File: config.mk
export PLATFORM = sky130hd
export DESIGN_NAME = alu_seq_flat
export DESIGN_NICKNAME = d
export VERILOG_FILES = /design/src/rtl/alu_seq_if.sv /design/src/rtl/alu_seq.sv /design/src/flat_wrapper.sv
export SDC_FILE = /design/constraint.sdc
export NUM_CORES = 1
export LEC_CHECK = 0
export ABC_AREA = 0
export ABC_CLOCK_PERIOD_IN_PS = 11600
export CORE_MARGIN = 4
export CORE_UTILIZATION = 55
export CTS_BUF_LIST = sky130_fd_sc_hd__clkbuf_16
export CTS_CLUSTER_DIAMETER = 80
export CTS_CLUSTER_SIZE = 14
export DETAILED_ROUTE_END_ITERATION = 12
export PLACE_DENSITY = 0.82
export SLEW_MARGIN = 25
export SYNTH_ARGS = -nofsm -noshare
export SYNTH_HDL_FRONTEND = slang
export SYNTH_SLANG_ARGS = --single-unit
File: constraint.sdc
create_clock -name clk -period 11.6 [get_ports clk]
set_input_delay 1.74 -clock clk [delete_from_list [all_inputs] [get_ports clk]]
set_output_delay 1.74 -clock clk [all_outputs]
set_load 0.02 [all_outputs]
File: src/rtl/alu_seq_if.sv
// Handshake bundle between decode (master) and the sequential ALU (slave).
// Both sides use valid/ready: a transfer happens on a rising edge where valid and ready are both 1.
interface alu_seq_if #(
  parameter int WIDTH = 32
);
  logic             in_valid;
  logic             in_ready;
  logic [WIDTH-1:0] srcA;
  logic [WIDTH-1:0] srcB;
  logic [2:0]       alu_control;
  logic             out_valid;
  logic             out_ready;
  logic [WIDTH-1:0] alu_out;
  logic             alu_zero;
  logic             alu_compare;

  modport master (
    output in_valid, srcA, srcB, alu_control, out_ready,
    input  in_ready, out_valid, alu_out, alu_zero, alu_compare
  );

  modport slave (
    input  in_valid, srcA, srcB, alu_control, out_ready,
    output in_ready, out_valid, alu_out, alu_zero, alu_compare
  );
endinterface

File: src/rtl/alu_seq.sv
// Multi-cycle ALU: add/sub/and/srl in one cycle, shift-add multiply over WIDTH cycles.
// Define ALU_SEQ_DIV_EN to add the restoring divider (divu/remu); otherwise those ops return 0.
module alu_seq #(
  parameter int WIDTH = 32
) (
  input  logic       clk,
  input  logic       reset,
  alu_seq_if.slave   bus,
  output logic [1:0] dbg_state
);
  localparam int SHW = $clog2(WIDTH);

  typedef enum logic [1:0] {
    IDLE = 2'd0,
    BUSY = 2'd1,
    DONE = 2'd2
  } state_t;

  state_t           state;
  logic [SHW-1:0]   cnt;
  logic [WIDTH-1:0] a_q;
  logic [WIDTH-1:0] b_q;
  logic [WIDTH-1:0] acc;
  logic [WIDTH-1:0] acc_next;
  logic [WIDTH-1:0] single_res;
  logic [WIDTH-1:0] iter_res;
  logic             is_iter;

`ifdef ALU_SEQ_DIV_EN
  logic [2:0]       op_q;
  logic [WIDTH-1:0] rem;
  logic [WIDTH-1:0] quot;
  logic [WIDTH:0]   trial;
  logic             ge;
  logic [WIDTH-1:0] rem_next;
  logic [WIDTH-1:0] quot_next;
`endif

  assign dbg_state    = state;
  assign bus.alu_zero = (bus.alu_out == '0);

  always_comb begin
    single_res = '0;
    case (bus.alu_control)
      3'b000:  single_res = bus.srcA + bus.srcB;
      3'b001:  single_res = bus.srcA - bus.srcB;
      3'b010:  single_res = bus.srcA & bus.srcB;
      3'b011:  single_res = bus.srcA >> bus.srcB[SHW-1:0];
      default: single_res = '0;
    endcase
  end

`ifdef ALU_SEQ_DIV_EN
  assign is_iter = (bus.alu_control == 3'b100) || (bus.alu_control == 3'b101) ||
                   (bus.alu_control == 3'b110);
`else
  assign is_iter = (bus.alu_control == 3'b100);
`endif

  // Multiply step: partial product A<<cnt when B[cnt] is set.
  assign acc_next = acc + (b_q[cnt] ? (a_q << cnt) : '0);

`ifdef ALU_SEQ_DIV_EN
  // Restoring divide, MSB first; ~cnt is WIDTH-1-cnt because WIDTH is a power of two.
  // A zero divisor naturally yields all-ones quotient and remainder == dividend.
  always_comb begin
    trial     = {rem, a_q[~cnt]};
    ge        = (trial >= {1'b0, b_q});
    rem_next  = ge ? (trial[WIDTH-1:0] - b_q) : trial[WIDTH-1:0];
    quot_next = {quot[WIDTH-2:0], ge};
  end

  always_comb begin
    iter_res = acc_next;
    case (op_q)
      3'b101:  iter_res = quot_next;
      3'b110:  iter_res = rem_next;
      default: iter_res = acc_next;
    endcase
  end
`else
  assign iter_res = acc_next;
`endif

  always_ff @(posedge clk) begin
    if (reset) begin
      state           <= IDLE;
      bus.in_ready    <= 1'b1;
      bus.out_valid   <= 1'b0;
      bus.alu_out     <= '0;
      bus.alu_compare <= 1'b0;
      cnt             <= '0;
      a_q             <= '0;
      b_q             <= '0;
      acc             <= '0;
`ifdef ALU_SEQ_DIV_EN
      op_q            <= '0;
      rem             <= '0;
      quot            <= '0;
`endif
    end else begin
      case (state)
        IDLE: begin
          if (bus.in_valid) begin
            bus.alu_compare <= (bus.srcA == bus.srcB);
            bus.in_ready    <= 1'b0;
            if (is_iter) begin
              a_q   <= bus.srcA;
              b_q   <= bus.srcB;
              acc   <= '0;
              cnt   <= '0;
`ifdef ALU_SEQ_DIV_EN
              op_q  <= bus.alu_control;
              rem   <= '0;
              quot  <= '0;
`endif
              state <= BUSY;
            end else begin
              bus.alu_out   <= single_res;
              bus.out_valid <= 1'b1;
              state         <= DONE;
            end
          end
        end
        BUSY: begin
          cnt  <= cnt + 1'b1;
          acc  <= acc_next;
`ifdef ALU_SEQ_DIV_EN
          rem  <= rem_next;
          quot <= quot_next;
`endif
          // Last iteration: the counter wraps to 0 as we leave BUSY.
          if (&cnt) begin
            bus.alu_out   <= iter_res;
            bus.out_valid <= 1'b1;
            state         <= DONE;
          end
        end
        DONE: begin
          if (bus.out_ready) begin
            bus.out_valid <= 1'b0;
            bus.in_ready  <= 1'b1;
            state         <= IDLE;
          end
        end
        default: begin
          state         <= IDLE;
          bus.in_ready  <= 1'b1;
          bus.out_valid <= 1'b0;
        end
      endcase
    end
  end
endmodule

File: src/flat_wrapper.sv
// flat-port wrapper written by rule: the top's interface ports become plain ports
module alu_seq_flat 
#(
  parameter int WIDTH = 32
)
  (clk, reset, dbg_state, bus_in_valid, bus_srcA, bus_srcB, bus_alu_control, bus_out_ready, bus_in_ready, bus_out_valid, bus_alu_out, bus_alu_zero, bus_alu_compare);
  alu_seq_if #(.WIDTH(WIDTH)) bus_i ();
  input  logic clk;
  input  logic reset;
  output logic [1:0] dbg_state;
  input wire logic [$bits(bus_i.in_valid)-1:0] bus_in_valid;
  input wire logic [$bits(bus_i.srcA)-1:0] bus_srcA;
  input wire logic [$bits(bus_i.srcB)-1:0] bus_srcB;
  input wire logic [$bits(bus_i.alu_control)-1:0] bus_alu_control;
  input wire logic [$bits(bus_i.out_ready)-1:0] bus_out_ready;
  output wire logic [$bits(bus_i.in_ready)-1:0] bus_in_ready;
  output wire logic [$bits(bus_i.out_valid)-1:0] bus_out_valid;
  output wire logic [$bits(bus_i.alu_out)-1:0] bus_alu_out;
  output wire logic [$bits(bus_i.alu_zero)-1:0] bus_alu_zero;
  output wire logic [$bits(bus_i.alu_compare)-1:0] bus_alu_compare;
  assign bus_i.in_valid = bus_in_valid;
  assign bus_i.srcA = bus_srcA;
  assign bus_i.srcB = bus_srcB;
  assign bus_i.alu_control = bus_alu_control;
  assign bus_i.out_ready = bus_out_ready;
  assign bus_in_ready = bus_i.in_ready;
  assign bus_out_valid = bus_i.out_valid;
  assign bus_alu_out = bus_i.alu_out;
  assign bus_alu_zero = bus_i.alu_zero;
  assign bus_alu_compare = bus_i.alu_compare;
  alu_seq #(.WIDTH(WIDTH)) u_core (.clk(clk), .reset(reset), .bus(bus_i), .dbg_state(dbg_state));
endmodule
==> metrics.txt <==
status finished, final reports clean; number of remaining DRC errors 0; row count 57; WHS Path Cells 2; final period utilization 0.545; First-pass DRT Iterations 8; number of global-route vias before repair between 10000 and 15000; Post-CTS Setup Inserts 0; Reg clk slew, reported paths around 0.070 ns; core area around 25000 sq um; top post-synthesis cells by count nand2_1, a21oi_1, nor2_1; clk_lat worst skew about 0.43 ns; total track usage 0.381; R2R Path End u_core.bus.alu_out[30]; H-Tree Depth 4; Post-Place Cells 2212; CTS buffer count 17; First DRT Iteration DRCs about 2100; Slew Limit Headroom 0.275; upper clock frequency limit between 150 and 200 MHz; crit path kind in -> reg; crit path time final about 6.3 ns; Max-Cap Viols 0; CP required approximately 12 ns; Hold Fails Final Rpt 0; Setup TNS Final 0 ns; number of buffers inserted by port buffering approximately 110; Layout Cells excl Fill 2245; most common cell in the synthesized netlist nand2_1; Die Area ~28000 sq um; Worst VDD drop between 80 and 90 uV; vias post-DR approximately 15000; initial antenna violation count 0; Gate Count Post-Synth 1900; Syn Area/Cell 7.28 sq um; Initial Util 0.564; number of synthesized flops with an enable pin 0; worst hold endpoint u_core.b_q[17]; worst hold slack ~0.45 ns; Layout Skew around 0.013 ns; HP Start u_core.b_q[17]; nets about 2100; Slew Limit Fails 0; RSZ-0062 raised after global routing no; maximum fanout along the worst path 28; post-CTS sizing 0; Overflow after GRT 0; Worst R2R Setup Slack around 5.6 ns; global-route wire length before repair between 80 and 90 mm; Synthesized Nets roughly 2100; Post-Route WL 55.8 mm; FF-to-FF path depth 18; Sink Count 138; Final setup viols 0; leakage power approximately 5.9 nW; root buffer cell clkbuf_16; Yosys cell types 78; CP startpoint bus_srcB[2]; ANT cells 0; Critical Path AT 6.62 ns; share of the synthesized area in the top cell type 0.200; Wirelength per Cell 24.9 microns; Yosys top cell by area dfxtp_1; flop and latch count out of synthesis 138; TritonCTS clock tree built; share of layout cells above drive strength 1 0.0724; post-synthesis sequential area ratio 0.200; Setup crit end kind flip-flop; r2r startpoint u_core.cnt[0]; Post-synth ARST share 0; Syn-to-layout area delta 12.4%; total power 1.56 mW; CTS Buffer Depth 2; Slew @ Worst Pin 1.08 ns; Die Wd approximately 170 microns; Hold Path Class reg -> reg; top_reg_cell synth dfxtp_1; Post-CTS Hold Fix Bufs 0; DP HPWL roughly 43 mm; Die Y between 150 and 200 microns; Startpoint Class input port; largest net degree at the start of global routing 78; Final ANT Viol Nets 0; RePlAce Congestion 1.03; yosys warns 0; Vias/cell a little under 7; Mapped Area between 10000 and 15000 sq um; Synth area leaders dfxtp_1, ha_1, a21oi_1; pwr dens 100 nW/um^2; IO Pins around 110
[worst max-delay path, cell delays in order]
cell and delay, ns:
clkdlybuf4s50_1 1.18, inv_2 0.52, ha_1 0.55, o21a_1 0.22, o31a_1 0.12, o221ai_1 0.39, nand3b_1 0.13, a31oi_1 0.68
o31ai_1 0.22, and4b_1 0.25, a2111oi_0 0.45, a21oi_1 0.14
[report_power, final]
part	leakage, nW	switching, mW	internal, mW
Sequential	1.12	0.0154	0.489
Clock	0.302	0.250	0.344
Combinational	4.46	0.292	0.171
Total	5.88	0.558	1.00
[worst max path at each step]
stage,end,slack (ns),depth (start not counted)
5_1_grt,u_core.bus.alu_out[29],5.10,13
6_report,u_core.bus.alu_out[29],5.28,12
2_1_floorplan,u_core.bus.alu_out[25],6.88,15
3_3_place_gp,u_core.bus.alu_out[29],5.19,12
3_5_place_dp,u_core.bus.alu_out[25],5.03,13
4_1_cts,u_core.bus.alu_out[25],5.48,13
[sequential cells by signal, summed over array words and instances (netlist names)]
signal	flops
u_core.bus.in_ready	1
u_core.b_q	32
u_core.bus.alu_compare	1
u_core.acc	32
u_core.dbg_state	2
u_core.bus.alu_out	32
u_core.a_q	32
u_core.bus.out_valid	1
u_core.cnt	5
[routing by layer]
| layer | part of all wire | track usage | routed length, microns |
|---|---|---|---|
| met1 | 0.42 | 0.533 | 23200 |
| met2 | 0.43 | 0.570 | 23900 |
| met3 | 0.10 | 0.0725 | 5710 |
| met4 | 0.053 | 0.178 | 2940 |
| met5 | 0 | 0 | 0 |
[cell usage in the layout (no fill, tap or decap), types with 19 or more instances in the layout]
master | Yosys | layout
o21ai_0 | 121 | 121
dfxtp_1 | 138 | 137
mux2_2 | 23 | 23
nor2_1 | 184 | 184
xnor2_1 | 37 | 37
o211ai_1 | 19 | 19
inv_1 | 73 | 74
a22oi_1 | 21 | 21
nand3_1 | 30 | 30
a211oi_1 | 46 | 46
a31oi_1 | 29 | 29
mux2i_1 | 63 | 63
a21oi_1 | 234 | 233
ha_1 | 96 | 96
nor2b_1 | 35 | 33
a21o_1 | 24 | 24
nand2_1 | 270 | 269
mux4_2 | 39 | 39
clkdlybuf4s50_1 | 0 | 104
nor3_1 | 34 | 34
[cell type report]
type | instances | area, sq um
fill | 2187 | 8980
sequential | 138 | 2760
timing repair buffer | 125 | 1200
inverter | 76 | 285
clock inverter | 15 | 189
tap | 324 | 405
clock buffer | 17 | 425
multi-input combinational | 1550 | 10300
[through the flow]
step	cell area, sq um	util	setup WS, ns
after floorplan	13800	-	6.88
after global placement	14900	0.608	5.19
after detailed placement	14900	0.608	5.03
after CTS	15500	0.633	5.48
after global routing	15600	0.634	5.10
final	15600	0.634	5.28
[logic make-up (layout without fill, tap and decap cells)]
family          count (synthesis)  after routing  synth area share
fa+ha+maj                      99             99            0.0911
xor+xnor                       55             55            0.0348
mux                           126            126             0.129
simple gates                  653            653             0.210
flops                         138            138             0.200
buf+inv                       212            233            0.0589
compound gates                617            617             0.276
No activity file was read; power rests on OpenSTA's default activity.
